### config.mk
export PLATFORM = sky130hd
export DESIGN_NAME = bfp_stage_ctrl
export DESIGN_NICKNAME = d
export VERILOG_FILES = /design/src/rtl/bfp_stage_ctrl.sv
export SDC_FILE = /design/constraint.sdc
export NUM_CORES = 1
export LEC_CHECK = 0
export CORE_MARGIN = 2
export CORE_UTILIZATION = 57
export CTS_CLUSTER_SIZE = 25
export DETAILED_ROUTE_END_ITERATION = 8
export GPL_ROUTABILITY_DRIVEN = 0
export PLACE_DENSITY = 0.84
export SKIP_CTS_REPAIR_TIMING = 1
export SLEW_MARGIN = 20
export SYNTH_ARGS = -nofsm -noshare
export SYNTH_HDL_FRONTEND = slang
export SYNTH_SLANG_ARGS = --single-unit
export TNS_END_PERCENT = 1
### constraint.sdc
create_clock -name clk -period 6.34 [get_ports clk]
set_clock_uncertainty 0.1 [all_clocks]
set_input_delay 1.268 -clock clk [delete_from_list [all_inputs] [get_ports clk]]
set_output_delay 1.268 -clock clk [all_outputs]
set_load 0.02 [all_outputs]
### src/rtl/bfp_stage_ctrl.sv
// Block-floating-point stage controller for the in-place FFT.
// Each stage clears the bit-width tracker and passes butterfly writes through
// as tracker activations. At the end of the stage it turns the tracker result
// into the shift for the next stage and adds that shift to the block exponent.
module bfp_stage_ctrl #(
  parameter int FFT_MAX_BIT_WIDTH = 5,
  parameter int NUM_STAGES        = 10,
  parameter int STAGE_W           = 4,
  parameter int BFLY_PER_STAGE    = 512,
  parameter int BFLY_CNT_W        = 10,
  parameter int TARGET_BIT_WIDTH  = 14,
  parameter int MAX_SHIFT         = 3,
  parameter int EXP_W             = 8
) (
  input  logic                         clk,
  input  logic                         reset,
  input  logic                         start_i,
  input  logic                         abort_i,
  input  logic                         bfly_valid_i,
  input  logic [FFT_MAX_BIT_WIDTH-1:0] tracker_max_i,
  output logic                         tracker_clr_o,
  output logic                         tracker_activate_o,
  output logic                         busy_o,
  output logic                         stage_start_o,
  output logic [STAGE_W-1:0]           stage_idx_o,
  output logic [FFT_MAX_BIT_WIDTH-1:0] stage_shift_o,
  output logic [EXP_W-1:0]             block_exponent_o,
  output logic                         done_o
);

  localparam int SW = ((EXP_W > FFT_MAX_BIT_WIDTH) ? EXP_W : FFT_MAX_BIT_WIDTH) + 1;
  localparam logic [FFT_MAX_BIT_WIDTH-1:0] TGT        = FFT_MAX_BIT_WIDTH'(TARGET_BIT_WIDTH);
  localparam logic [FFT_MAX_BIT_WIDTH-1:0] SHIFT_MAX  = FFT_MAX_BIT_WIDTH'(MAX_SHIFT);
  localparam logic [STAGE_W-1:0]           LAST_STAGE = STAGE_W'(NUM_STAGES - 1);
  localparam logic [BFLY_CNT_W-1:0]        LAST_BFLY  = BFLY_CNT_W'(BFLY_PER_STAGE - 1);
  localparam logic [EXP_W-1:0]             EXP_MAX    = '1;

  typedef enum logic [2:0] {
    S_IDLE, S_CLEAR, S_RUN, S_SETTLE, S_LATCH, S_DONE
  } state_t;

  state_t                         state_q;
  logic                           busy_q, done_q, stage_start_q, clr_q;
  logic [STAGE_W-1:0]             stage_idx_q;
  logic [FFT_MAX_BIT_WIDTH-1:0]   shift_q;
  logic [EXP_W-1:0]               exp_q;
  logic [BFLY_CNT_W-1:0]          cnt_q;

  logic [FFT_MAX_BIT_WIDTH-1:0]   over_d, shift_d;
  logic [SW-1:0]                  exp_sum_d;
  logic [EXP_W-1:0]               exp_d;

  // Shift for the next stage from the tracker result, and the saturated exponent sum.
  always_comb begin
    over_d  = '0;
    shift_d = '0;
    if (tracker_max_i > TGT) begin
      over_d  = tracker_max_i - TGT;
      shift_d = (over_d > SHIFT_MAX) ? SHIFT_MAX : over_d;
    end
    exp_sum_d = SW'(exp_q) + SW'(shift_d);
    exp_d     = (exp_sum_d > SW'(EXP_MAX)) ? EXP_MAX : exp_sum_d[EXP_W-1:0];
  end

  // Stage sequencer; all outputs except the activate strobe are registered here.
  always_ff @(posedge clk) begin
    if (reset) begin
      state_q       <= S_IDLE;
      busy_q        <= 1'b0;
      done_q        <= 1'b0;
      stage_start_q <= 1'b0;
      clr_q         <= 1'b1;
      stage_idx_q   <= '0;
      shift_q       <= '0;
      exp_q         <= '0;
      cnt_q         <= '0;
    end else begin
      done_q        <= 1'b0;
      stage_start_q <= 1'b0;
      clr_q         <= 1'b0;
      if (abort_i && state_q != S_IDLE) begin
        // Abort wins over every transition; the partial exponent is kept.
        state_q <= S_IDLE;
        busy_q  <= 1'b0;
        clr_q   <= 1'b1;
      end else begin
        case (state_q)
          S_IDLE: if (start_i) begin
            stage_idx_q   <= '0;
            shift_q       <= '0;
            exp_q         <= '0;
            busy_q        <= 1'b1;
            stage_start_q <= 1'b1;
            clr_q         <= 1'b1;
            state_q       <= S_CLEAR;
          end
          S_CLEAR: begin
            cnt_q   <= '0;
            state_q <= S_RUN;
          end
          S_RUN: if (bfly_valid_i) begin
            if (cnt_q == LAST_BFLY) state_q <= S_SETTLE;
            else                    cnt_q   <= cnt_q + 1'b1;
          end
          // The tracker registers the final activation one cycle late.
          S_SETTLE: state_q <= S_LATCH;
          S_LATCH: begin
            exp_q <= exp_d;
            if (stage_idx_q < LAST_STAGE) begin
              shift_q       <= shift_d;
              stage_idx_q   <= stage_idx_q + 1'b1;
              stage_start_q <= 1'b1;
              clr_q         <= 1'b1;
              state_q       <= S_CLEAR;
            end else begin
              // Last stage: the shift only normalises the exponent.
              done_q  <= 1'b1;
              state_q <= S_DONE;
            end
          end
          S_DONE: begin
            busy_q  <= 1'b0;
            state_q <= S_IDLE;
          end
          default: state_q <= S_IDLE;
        endcase
      end
    end
  end

  assign tracker_activate_o = (state_q == S_RUN) && bfly_valid_i;
  assign tracker_clr_o      = clr_q;
  assign busy_o             = busy_q;
  assign stage_start_o      = stage_start_q;
  assign stage_idx_o        = stage_idx_q;
  assign stage_shift_o      = shift_q;
  assign block_exponent_o   = exp_q;
  assign done_o             = done_q;

endmodule

==> report_table.html <==
<table>
<tr><th>Metric</th><th>Value</th></tr>
<tr><th colspan="2">Routing</th></tr>
<tr><td>Routed length per instance</td><td>14.1 um</td></tr>
<tr><td>Final ANT Viol Nets</td><td>0</td></tr>
<tr><td>Number of vias after detailed routing</td><td>1814</td></tr>
<tr><td>1st-pass router iterations</td><td>4</td></tr>
<tr><td>Vias per cell</td><td>5.91</td></tr>
<tr><td>Total wirelength of the detailed-routed design</td><td>4.34 mm</td></tr>
<tr><td>Residual DRC</td><td>0</td></tr>
<tr><td>Starting DRT DRC Count</td><td>84</td></tr>
<tr><th colspan="2">Critical path</th></tr>
<tr><td>End of the worst register-to-register path</td><td>block_exponent_o[2]</td></tr>
<tr><td>Most Frequent Cell on Critical Path</td><td>a31oi_1</td></tr>
<tr><td>Cell family with most CP delay</td><td>compound AO/OA/AOI/OAI gates</td></tr>
<tr><td>Highest net fanout along the worst path</td><td>5</td></tr>
<tr><td>Reg2Reg Setup Slack</td><td>4180 ps</td></tr>
<tr><td>Critical-path cell with the highest stage delay</td><td>clkdlybuf4s50_1</td></tr>
<tr><td>Launching element type of the critical path</td><td>input port</td></tr>
<tr><td>Maximum cell stage delay along the critical path</td><td>520 ps</td></tr>
<tr><td>Worst R2R Start</td><td>block_exponent_o[0]</td></tr>
<tr><td>FF-to-FF path depth</td><td>6</td></tr>
<tr><td>Buffers plus inverters on the worst setup path</td><td>2</td></tr>
<tr><td>Worst EP arrival</td><td>4230 ps</td></tr>
<tr><td>Start-to-end type of the worst setup path</td><td>input port to flip-flop</td></tr>
<tr><td>Required time of the critical path</td><td>6490 ps</td></tr>
<tr><td>Cells traversed along the worst timing path</td><td>clkdlybuf4s50_1, inv_1, or3_1, a31oi_1, nor2_1, ha_1, fa_1, a21o_1, a31oi_1, o21ai_0, a32o_1</td></tr>
<tr><td>Setup crit end kind</td><td>flip-flop</td></tr>
<tr><th colspan="2">Global route</th></tr>
<tr><td>Initial antenna violation count</td><td>0</td></tr>
<tr><td>Pin count of the biggest net entering global routing</td><td>18</td></tr>
<tr><td>Vias in the first global route</td><td>1652</td></tr>
<tr><td>Total congestion overflow after global routing</td><td>0</td></tr>
<tr><td>First-pass GRT wire length</td><td>7.71 mm</td></tr>
<tr><td>GRT Resource Usage Total</td><td>24.7%</td></tr>
<tr><th colspan="2">Final layout</th></tr>
<tr><td>Antenna fix cells</td><td>0</td></tr>
<tr><td>Most common library cell in the layout ignoring fill and taps</td><td>dfxtp_1</td></tr>
<tr><td>Share of post-route cells with drive strength above 1</td><td>7.66%</td></tr>
<tr><td>Commonest cells after routing, fill and taps aside</td><td>34 x dfxtp_1, 31 x clkdlybuf4s50_1, 22 x a21oi_1, 15 x nand2_1, 13 x nor2_1</td></tr>
<tr><td>Area growth from synthesis to layout</td><td>22.5%</td></tr>
<tr><td>Non-Filler Cell Area, Final</td><td>2390 sq um</td></tr>
<tr><td>Fin nets</td><td>280</td></tr>
<tr><th colspan="2">Logic synthesis</th></tr>
<tr><td>Async set-or-reset flop fraction in the synthesized netlist</td><td>0%</td></tr>
<tr><td>Sequential cell area fraction in the yosys report</td><td>34.8%</td></tr>
<tr><td>Post-Synthesis Cells</td><td>226</td></tr>
<tr><td>Cell type with the highest aggregate area in the netlist</td><td>dfxtp_1</td></tr>
<tr><td>Multiplexer share of the synthesized area</td><td>2.05%</td></tr>
<tr><td>Flops &amp; latches, synth</td><td>34</td></tr>
<tr><td>Adder-Cell Fraction of Synth Area</td><td>6.78%</td></tr>
<tr><td>Dominant combinational cell family by area after synthesis</td><td>compound AO/OA/AOI/OAI gates</td></tr>
<tr><td>Number of distinct standard cells referenced by the synthesized netlist</td><td>54</td></tr>
<tr><td>Ranking of synthesized cells by area</td><td>dfxtp_1 35%, ha_1 5.8%, a21oi_1 5.6%</td></tr>
<tr><td>Mapped cell area</td><td>1960 sq um</td></tr>
<tr><td>Share of synthesized cell area in and, or, nand and nor gates</td><td>24.4%</td></tr>
<tr><td>Ys Warns</td><td>0</td></tr>
<tr><td>Synth Area in Compound Gates</td><td>26.8%</td></tr>
<tr><td>Share of the synthesized netlist area taken by xor and xnor gates</td><td>0.896%</td></tr>
<tr><td>Average size of a mapped cell</td><td>8.65 sq um</td></tr>
<tr><td>Most used flip-flop cell after synthesis</td><td>dfxtp_1</td></tr>
<tr><td>Number of flops mapped to enable cells by yosys</td><td>0</td></tr>
<tr><td>Share of the synthesized area in the top cell type</td><td>34.8%</td></tr>
<tr><th colspan="2">Placed design</th></tr>
<tr><td>HPWL reported at the end of detailed placement</td><td>3.21 mm</td></tr>
<tr><td>Input/output buffers</td><td>31</td></tr>
<tr><td>Pre-CTS setup slack</td><td>1930 ps</td></tr>
<tr><td>Dpl cell area</td><td>2290 sq um</td></tr>
<tr><th colspan="2">Die</th></tr>
<tr><td>Total die area</td><td>3920 sq um</td></tr>
<tr><td>Width of the chip</td><td>62.6 um</td></tr>
<tr><td>Row count</td><td>21</td></tr>
<tr><td>Effective utilization at floorplan</td><td>59.1%</td></tr>
<tr><td>I/O pins</td><td>32</td></tr>
<tr><td>DIE HEIGHT</td><td>62.6 um</td></tr>
<tr><td>Area of the core</td><td>3310 sq um</td></tr>
<tr><th colspan="2">STA</th></tr>
<tr><td>Achievable Freq</td><td>245 MHz</td></tr>
<tr><td>Setup repair after global routing missed its margin</td><td>no</td></tr>
<tr><td>Total setup violations reported at the end of the flow</td><td>0</td></tr>
<tr><td>Final setup TNS</td><td>0 ps</td></tr>
<tr><td>Post-layout worst setup margin</td><td>2270 ps</td></tr>
<tr><td>Final count of pins violating max slew</td><td>0</td></tr>
<tr><td>Worst slew margin relative to its limit</td><td>41.8%</td></tr>
<tr><td>Share of the clock period used by the worst path</td><td>64.3%</td></tr>
<tr><td>Transition at the pin with the smallest max-transition slack</td><td>861 ps</td></tr>
<tr><td>Final Hold Violating Endpoints</td><td>0</td></tr>
<tr><td>Final min period</td><td>4070 ps</td></tr>
<tr><td>Post-Route Hold Slack</td><td>360 ps</td></tr>
<tr><th colspan="2">Job</th></tr>
<tr><td>Number of violations of the max-capacitance limit</td><td>0</td></tr>
<tr><th colspan="2">Clock tree</th></tr>
<tr><td>Clock insertion delay at the later pin of the skew report</td><td>350 ps</td></tr>
<tr><td>Total clock buffers created by CTS</td><td>5</td></tr>
<tr><td>Clk sink count</td><td>34</td></tr>
<tr><td>Clock tree from TritonCTS</td><td>done</td></tr>
<tr><td>Maximum count of clock buffers along a single path</td><td>2</td></tr>
<tr><td>Clock Root Buffer</td><td>clkbuf_4</td></tr>
<tr><td>Clock-pin slew on the worst setup and hold paths</td><td>110 ps</td></tr>
<tr><td>Number of H-tree levels</td><td>2</td></tr>
<tr><th colspan="2">Power</th></tr>
<tr><td>Peak ir drop on the vdd network</td><td>0.240 mV</td></tr>
<tr><td>Power density of the placed cells</td><td>218 nW/um^2</td></tr>
<tr><td>Leakage power total</td><td>0.848 nW</td></tr>
<tr><th colspan="2">Hold path</th></tr>
<tr><td>WHS Path Cells</td><td>2</td></tr>
<tr><td>Min-delay src</td><td>busy_o</td></tr>
<tr><td>Endpoint with the worst hold slack</td><td>busy_o</td></tr>
<tr><td>Worst min-delay path category</td><td>flip-flop to flip-flop</td></tr>
<tr><th colspan="2">Status</th></tr>
<tr><td>Status</td><td>finished clean</td></tr>
</table>
power breakdown:
group,switching [mW],internal (mW)
Clock,0.0809,0.123
Sequential,0.0103,0.220
Combinational,0.0505,0.0367
worst max path at each step:
stage                                start             endpoint  depth (start not counted)
after floorplan           tracker_max_i[2]  block_exponent_o[2]                         10
after global placement    tracker_max_i[2]  block_exponent_o[2]                         11
after global routing      tracker_max_i[1]  block_exponent_o[6]                         11
after CTS                 tracker_max_i[2]  block_exponent_o[2]                         11
final                     tracker_max_i[2]  block_exponent_o[2]                         11
after detailed placement  tracker_max_i[2]  block_exponent_o[2]                         11
through the flow:
| stage | instances | power (mW) | utilization (%) |
|---|---|---|---|
| 6_report | 307 | 0.522 | 72.3 |
| 5_1_grt | 307 | 0.547 | 72.3 |
| 4_1_cts | 307 | 0.524 | 72.3 |
| 3_5_place_dp | 299 | 0.321 | 69.1 |
| 3_3_place_gp | 299 | 0.319 | 69.1 |
| 2_1_floorplan | 227 | 0.296 | - |
area by class of cell:
cell class	instances	area [sq um]
sequential	34	681
inverter	9	33.8
clock buffer	5	37.5
timing repair buffer	32	318
tap	46	57.6
multi-input combinational	178	1200
clock inverter	3	68.8
fill	280	916
worst reg2reg max path: cells and delay by family, from the launching register on:
family          cells  cell delay [ps]
compound gates      4              960
fa+ha+maj           2              680
flops               1              350
Yosys cell counts, drive strengths merged (3+ instances only):
cell / n
nor2: 14
or3: 6
a32o: 4
nor3: 6
o21ai: 11
o22ai: 3
ha: 9
a31oi: 5
a21oi: 22
inv: 8
or4: 5
mux2i: 4
o21a: 5
o31ai: 7
a2111oi: 3
dfxtp: 34
buf: 5
nand3: 8
nand2: 15
nand4: 5
a21o: 3
nand2b: 3
a211oi: 5
and2: 6
metal layers:
layer	GRT usage (%)	vias to the layer above	part of all wire, %
li1	-	931	-
met1	33.0	835	48
met2	38.2	42	46
met3	7.57	6	5.0
met4	8.06	0	1.2
met5	0	-	0
sequential cells by signal (all words and copies together) (netlist names):
register	flops
tracker_clr_o	1
cnt_q	10
block_exponent_o	8
stage_shift_o	5
busy_o	1
done_o	1
stage_idx_o	4
stage_start_o	1
state_q	3
cells by family after synthesis:
logic type | count (synthesis)
xor+xnor | 2
simple gates | 85
compound gates | 75
buf+inv | 15
other cells | 1
mux | 4
fa+ha+maj | 10
flops | 34
Power figures use the tool's default switching activity.
